--- src/rtl/button_debouncer_if.sv ---
// button_debouncer_if: raw button level in, debounced level and edge pulses out
interface button_debouncer_if;
    logic btn_in;
    logic btn_out;
    logic btn_rise;
    logic btn_fall;
    modport master (output btn_in, input btn_out, btn_rise, btn_fall);
    modport slave (input btn_in, output btn_out, btn_rise, btn_fall);
endinterface

--- src/rtl/button_debouncer.sv ---
// button_debouncer: synchronise and filter a bouncing button, emit clean level plus rise/fall pulses; BTN_DEBOUNCE_SYNC_EN selects a two-flop synchroniser
module button_debouncer #(
    parameter int STABLE_CYCLES = 1000,
    parameter int CNT_W = 16
) (
    input logic clk,
    input logic rst,
    button_debouncer_if.slave bus
);
    typedef enum logic [1:0] {IDLE_LO, WAIT_HI, IDLE_HI, WAIT_LO} state_t;
    localparam logic [CNT_W-1:0] STABLE = CNT_W'(STABLE_CYCLES);
    localparam logic [CNT_W-1:0] ONE = CNT_W'(1);
    state_t state_q, state_d;
    logic [CNT_W-1:0] cnt_q, cnt_d;
    logic out_q, out_d;
    logic rise_q, rise_d;
    logic fall_q, fall_d;
    logic s;
`ifdef BTN_DEBOUNCE_SYNC_EN
    logic sync1_q, sync1_d;
    logic sync2_q, sync2_d;
    // two-flop synchroniser: btn_in is asynchronous to clk
    always_comb begin
        sync1_d = bus.btn_in;
        sync2_d = sync1_q;
    end
    // synchroniser registers
    always_ff @(posedge clk or posedge rst) begin
        if (rst) begin
            sync1_q <= 1'b0;
            sync2_q <= 1'b0;
        end else begin
            sync1_q <= sync1_d;
            sync2_q <= sync2_d;
        end
    end
    assign s = sync2_q;
`else
    logic sync_q, sync_d;
    // single sampling flop for inputs already synchronous to clk
    always_comb sync_d = bus.btn_in;
    // sampling register
    always_ff @(posedge clk or posedge rst) begin
        if (rst) sync_q <= 1'b0;
        else sync_q <= sync_d;
    end
    assign s = sync_q;
`endif
    // qualification FSM: a new level must hold for STABLE_CYCLES cycles; any return restarts it
    always_comb begin
        state_d = state_q;
        cnt_d = cnt_q;
        out_d = out_q;
        rise_d = 1'b0;
        fall_d = 1'b0;
        case (state_q)
            IDLE_LO: begin
                state_d = s ? WAIT_HI : IDLE_LO;
                cnt_d = s ? ONE : '0;
            end
            WAIT_HI: begin
                if (!s) begin
                    state_d = IDLE_LO;
                    cnt_d = '0;
                end else if (cnt_q == STABLE) begin
                    state_d = IDLE_HI;
                    cnt_d = '0;
                    out_d = 1'b1;
                    rise_d = 1'b1;
                end else begin
                    cnt_d = cnt_q + ONE;
                end
            end
            IDLE_HI: begin
                state_d = s ? IDLE_HI : WAIT_LO;
                cnt_d = s ? '0 : ONE;
            end
            WAIT_LO: begin
                if (s) begin
                    state_d = IDLE_HI;
                    cnt_d = '0;
                end else if (cnt_q == STABLE) begin
                    state_d = IDLE_LO;
                    cnt_d = '0;
                    out_d = 1'b0;
                    fall_d = 1'b1;
                end else begin
                    cnt_d = cnt_q + ONE;
                end
            end
            default: begin
                state_d = IDLE_LO;
                cnt_d = '0;
                out_d = 1'b0;
            end
        endcase
    end
    // FSM, counter and registered outputs
    always_ff @(posedge clk or posedge rst) begin
        if (rst) begin
            state_q <= IDLE_LO;
            cnt_q <= '0;
            out_q <= 1'b0;
            rise_q <= 1'b0;
            fall_q <= 1'b0;
        end else begin
            state_q <= state_d;
            cnt_q <= cnt_d;
            out_q <= out_d;
            rise_q <= rise_d;
            fall_q <= fall_d;
        end
    end
    assign bus.btn_out = out_q;
    assign bus.btn_rise = rise_q;
    assign bus.btn_fall = fall_q;
endmodule

--- src/flat_wrapper.sv ---
// flat-port wrapper written by rule: the top's interface ports become plain ports
module button_debouncer_flat 
#(
    parameter int STABLE_CYCLES = 1000,
    parameter int CNT_W = 16
)
  (clk, rst, bus_btn_in, bus_btn_out, bus_btn_rise, bus_btn_fall);
  button_debouncer_if bus_i ();
  input logic clk;
  input logic rst;
  input wire logic [$bits(bus_i.btn_in)-1:0] bus_btn_in;
  output wire logic [$bits(bus_i.btn_out)-1:0] bus_btn_out;
  output wire logic [$bits(bus_i.btn_rise)-1:0] bus_btn_rise;
  output wire logic [$bits(bus_i.btn_fall)-1:0] bus_btn_fall;
  assign bus_i.btn_in = bus_btn_in;
  assign bus_btn_out = bus_i.btn_out;
  assign bus_btn_rise = bus_i.btn_rise;
  assign bus_btn_fall = bus_i.btn_fall;
  button_debouncer #(.STABLE_CYCLES(STABLE_CYCLES), .CNT_W(CNT_W)) u_core (.clk(clk), .rst(rst), .bus(bus_i));
endmodule
--- config.mk ---
export PLATFORM = sky130hd
export DESIGN_NAME = button_debouncer_flat
export DESIGN_NICKNAME = d
export VERILOG_FILES = /design/src/rtl/button_debouncer_if.sv /design/src/rtl/button_debouncer.sv /design/src/flat_wrapper.sv
export SDC_FILE = /design/constraint.sdc
export NUM_CORES = 1
export LEC_CHECK = 0
export BUFFER_PORTS_ARGS = -buffer_cell sky130_fd_sc_hd__buf_2
export CAP_MARGIN = 10
export CORE_MARGIN = 5
export CORE_UTILIZATION = 30
export DETAILED_ROUTE_END_ITERATION = 10
export SYNTH_ARGS = -nofsm -noshare
export SYNTH_HDL_FRONTEND = slang
export SYNTH_SLANG_ARGS = --single-unit
--- constraint.sdc ---
create_clock -name clk -period 1.95 [get_ports clk]
set_input_delay 0.2925 -clock clk [delete_from_list [all_inputs] [get_ports clk]]
set_output_delay 0.2925 -clock clk [all_outputs]
set_load 0.05 [all_outputs]
## Word-level counts from Yosys, hierarchy flattened

Cells that the tools add are included.

- Add/subtract/negate cells: 1
- Equal/unequal tests: 10
- Mux-type cells: 23
- Reduce and logical (&&, ||, !) cells: 4

Operators by type and width:

| operator | count |
|---|---|
| $pmux W16 S4 | 1 |
| $mux W16 | 3 |
| $add A16 B1 Y16 const B | 1 |
| $eq A16 B10 Y1 const B | 1 |
| $mux W1 | 13 |
| $mux W2 | 4 |
| $pmux W2 S4 | 1 |
| $ne A2 B1 Y1 const B | 3 |
| $reduce_and A5 Y1 | 1 |
| $eq A2 B2 Y1 const B | 2 |
| $ne A3 B1 Y1 const B | 1 |
| $ne A3 B3 Y1 const B | 1 |
| $eq A2 B1 Y1 const B | 1 |
| $logic_not A2 Y1 | 1 |
| $ne A2 B2 Y1 const B | 1 |
| $pmux W1 S2 | 1 |
| $reduce_and A2 Y1 | 1 |
| $reduce_bool A2 Y1 | 1 |

- Register bits after elaboration: 22
- Output and inout port bits: 3

## Depth between registers and ports, before layout

- Word-level depth: 4
- Mapped depth: 7
- Depth with buffers taken out: 6

## Worst setup path after synthesis

OpenSTA, ideal clock, no wires.

- Path kind: register to register
- Start: register u_core.cnt_q[0]
- End: register u_core.cnt_q[0]
- Library setup time: 0.130 ns
- Arrival time: 1.385 ns
- Data required time: 1.820 ns
- Path slack: 0.435 ns
- Stages on the path, launching flop included: 7
- Buffers on the path: 0
- Cell sequence: dfrtp_1 inv_1 ha_1 nor4bb_1 nand4_1 and2_1 a21boi_0

- Longest elaborated chain between the ends: 4
- Elaborated cells between the ends (all ways): 6
- Classes of those cells: add/sub (1); eq/ne (1); mux (4)

RTL lines:

| element | RTL line | RTL |
|---|---|---|
| from (decl) | button_debouncer.sv:14 | `logic [CNT_W-1:0] cnt_q, cnt_d;` |
| from (signal assigned) | button_debouncer.sv:108 | `cnt_q <= cnt_d;` |
| $add A16 B1 Y16 / $eq A16 B10 Y1 (equally long branches) | -- |  |
| $mux W16 * | button_debouncer.sv:65, button_debouncer.sv:82 |  |
| $mux W16, on equally long branches | button_debouncer.sv:79, button_debouncer.sv:62 |  |
| $pmux W16 S4 * | button_debouncer.sv:56 | `case (state_q)` |
| named net u_core.cnt_d[0] | button_debouncer.sv:14 |  |

Mark *: on every way through the listed nets, which the timed path passes. The rest lies on a longest branch.
A chain may end at the register's enable or synchronous reset.

## Worst setup path in the final report

Ends and elaborated chain as after synthesis.

==> summary.md <==
| Metric | Value |
|---|---|
| Antenna Nets Post-Route | 0 |
| Clock skew | between 10 and 15 ps |
| Worst-Skew Late Latency | 310 ps |
| Die ar. | 4930 sq um |
| Share of cells above drive strength 1 | 0.155 |
| Max cap viols | 0 |
| Layout Nets | 122 |
| Status | finished clean |
| Postcts setup bufs | 0 |
| CP max FO | 5 |
| Top-area cell type share of the netlist area | 0.506 |
| Vias in the first global route | slightly above 800 |
| Final setup fails | 0 |
| RSZ-0062 raised after global routing | no |
| Flops & latches, synth | 22 |
| Utilization after layout | 0.363 |
| Placed Cells incl. Taps | 157 |
| Finished Layout Cells | 162 |
| Setup TNS Final | 0 ps |
| DR DRC count | 0 |
| Layout area overhead | 13.9% |
| Maximum clock rate | about 580 MHz |
| IO Port Bufs | 5 |
| Worst setup SP type | flip-flop |
| Power density over the cells | 689 nW/um^2 |
| Synth area leader | dfrtp_1 |
| Effective utilization at floorplan | 0.318 |
| CTS Buf Count | 3 |
| Worst min path class | in2reg |
| I/O pins | 6 |
| Fin crit share | 0.886 |
| Most frequent cells after synthesis | dfrtp_1, nor2_1, nand4_1, xor2_1 |
| Worst setup EP type | flip-flop |
| Clk slew on worst S/H paths | 130 ps |
| Count of cell types in the netlist | 29 |
| GRT overflow | 0 |
| Crit path DAT | about 1900 ps |
| Slew headroom | 0.758 |
| Mapped Area | 1090 sq um |
| HPWL after detailed placement | roughly 1500 um |
| Core ar. | 3420 sq um |
| DR WL/cell | 12.6 um |
| Detailed Route WL | 2040 um |
| CP Class | reg2reg |
| DRT iter0 DRCs | 27 |
| First-pass GRT wire length | 3660 um |
| CP Data Required Time | 2140 ps |
| Ant diodes | 0 |
| Post-Syn Instances | 106 |
| CTS tree | built |
| Final slew viol count | 0 |
| Rows | 21 |
| Fillers | between 300 and 400 |
| Die W | 70.2 um |
| Avg Inst Size Synth | 10.3 sq um |
| Cell with the most instances after synthesis | dfrtp_1 |
| Leak Pwr | about 0.51 nW |
| Pin count of the biggest net entering global routing | 23 |
| Crit path time final | between 1500 and 2000 ps |
| Sequential fraction of the synthesis area | 0.506 |
| Final worst slack | 223 ps |
| Initial antenna violation count | 0 |
| Vias/cell | roughly 4.9 |
| RePlAce Congestion | 0.754 |
| Post-Syn Nets | ~110 |
| Ys async rst share | 1.00 |
| Worst-Margin Slew | 358 ps |
| Ys Warns | 0 |
| EDFF count, synth | 0 |
| H-tree depth | 1 |
| Die height | 70.2 um |
| Vias post-DR | approximately 800 |
| CTS root buf | clkbuf_4 |
| Ys flop type | dfrtp_1 |
| Leading post-synthesis cells by cell area | dfrtp_1, xor2_1, nor2_1, nand4_1, xnor2_1 |
| Max Buffers Root-to-Sink | 2 |
| Pre-Repair DR Iteration Count | 4 |
| # clock sinks | 22 |
| VDD IR-drop max | 0.283 mV |
| Dpl ws | 235 ps |
| Final Hold Viols | 0 |
| All-Layer GR Usage | 0.0925 |
through the flow:
step / hold WS [ps] / cell area, sq um / power [mW]
after floorplan: 282 / 1090 / 0.500
after global placement: 336 / 1180 / 0.512
after detailed placement: 345 / 1180 / 0.514
after CTS: 56.8 / 1240 / 0.867
after global routing: 49.7 / 1240 / 0.896
final: 68.9 / 1240 / 0.853
registers in the layout, summed over array words and instances (netlist names), named ones only:
register and flops:
u_core.cnt_q 16, u_core.bus.btn_fall 1, u_core.bus.btn_out 1, u_core.bus.btn_rise 1, u_core.s 1, u_core.state_q 1
cell usage in the layout (no fill, tap or decap), types with 2 or more instances in the layout:
cell type  count
and2_1         2
buf_2          5
buf_4          3
clkbuf_4       3
dfrtp_1       22
ha_1           2
inv_1          6
nand2_1        4
nand3_1        6
nand4_1        9
nor2_1        16
nor3_1         2
nor4_1         4
nor4b_1        2
nor4bb_1       2
xnor2_1        6
xor2_1         8
timing repair:
item / CTS / global route
hold buffers: 1 / 0
resized for setup: 0 / 0
hold endpoints to repair: 21 / 0
cells by family after synthesis:
kind of cell	Yosys count	share of synthesized area
muxes	1	0.0104
adders and majority gates	2	0.0230
xor gates and xnor gates	14	0.113
buffers and inverters	9	0.0357
and+or+nand+nor	54	0.285
AOI/OAI and AO/OA	4	0.0265
DFF	22	0.506
critical path, cell delays in order (launching register included):
cell and delay (ps):
dfrtp_1 440, inv_1 80, ha_1 160, nor4bb_1 370
nand4_1 240, and2_1 210, a21boi_0 120
per-layer routing:
layer / vias up / global-route usage / share of wire
met4: 0 / 0.0447 / 0.018
met3: 5 / 0.0201 / 0.038
met1: 383 / 0.118 / 0.48
li1: 391 / - / -
met2: 15 / 0.147 / 0.47
met5: - / 0 / 0
final timing paths:
| kind | from | end | slack, ps | depth (start not counted) |
|---|---|---|---|---|
| setup reg to reg | u_core.cnt_q[0]$_DFF_PP0_ | u_core.cnt_q[0]$_DFF_PP0_ | 220 | 6 |
| max in group asynchronous | rst | u_core.cnt_q[14]$_DFF_PP0_ | 1190 | 4 |
| min in group asynchronous | rst | u_core.s$_DFF_PP0_ | 530 | 4 |
| hold reg to reg | u_core.state_q[0]$_DFFE_PP0P_ | u_core.cnt_q[0]$_DFF_PP0_ | 500 | 1 |
| setup / recovery | u_core.cnt_q[0]$_DFF_PP0_ | u_core.cnt_q[0]$_DFF_PP0_ | 220 | 6 |
| hold / removal | bus_btn_in | u_core.s$_DFF_PP0_ | 70 | 1 |
area by class of cell:
| type | instances | area, sq um | area share |
|---|---|---|---|
| clock buffers | 3 | 22.5 | 0.0182 |
| repair buffers | 9 | 57.6 | 0.0465 |
| flip-flops and latches | 22 | 551 | 0.444 |
| inverters | 6 | 22.5 | 0.0182 |
| multi-input cells | 75 | 498 | 0.402 |
| well taps | 46 | 57.6 | 0.0465 |
| clock inverters | 1 | 30.0 | 0.0242 |
where the power goes:
group	leakage, nW	total [mW]	internal, mW	switching [mW]
registers	0.301	0.467	0.461	0.00571
logic	0.184	0.0384	0.0149	0.0235
clock network	0.0279	0.348	0.208	0.140
total	0.512	0.853	0.684	0.169
No activity file was read; power rests on OpenSTA's default activity.
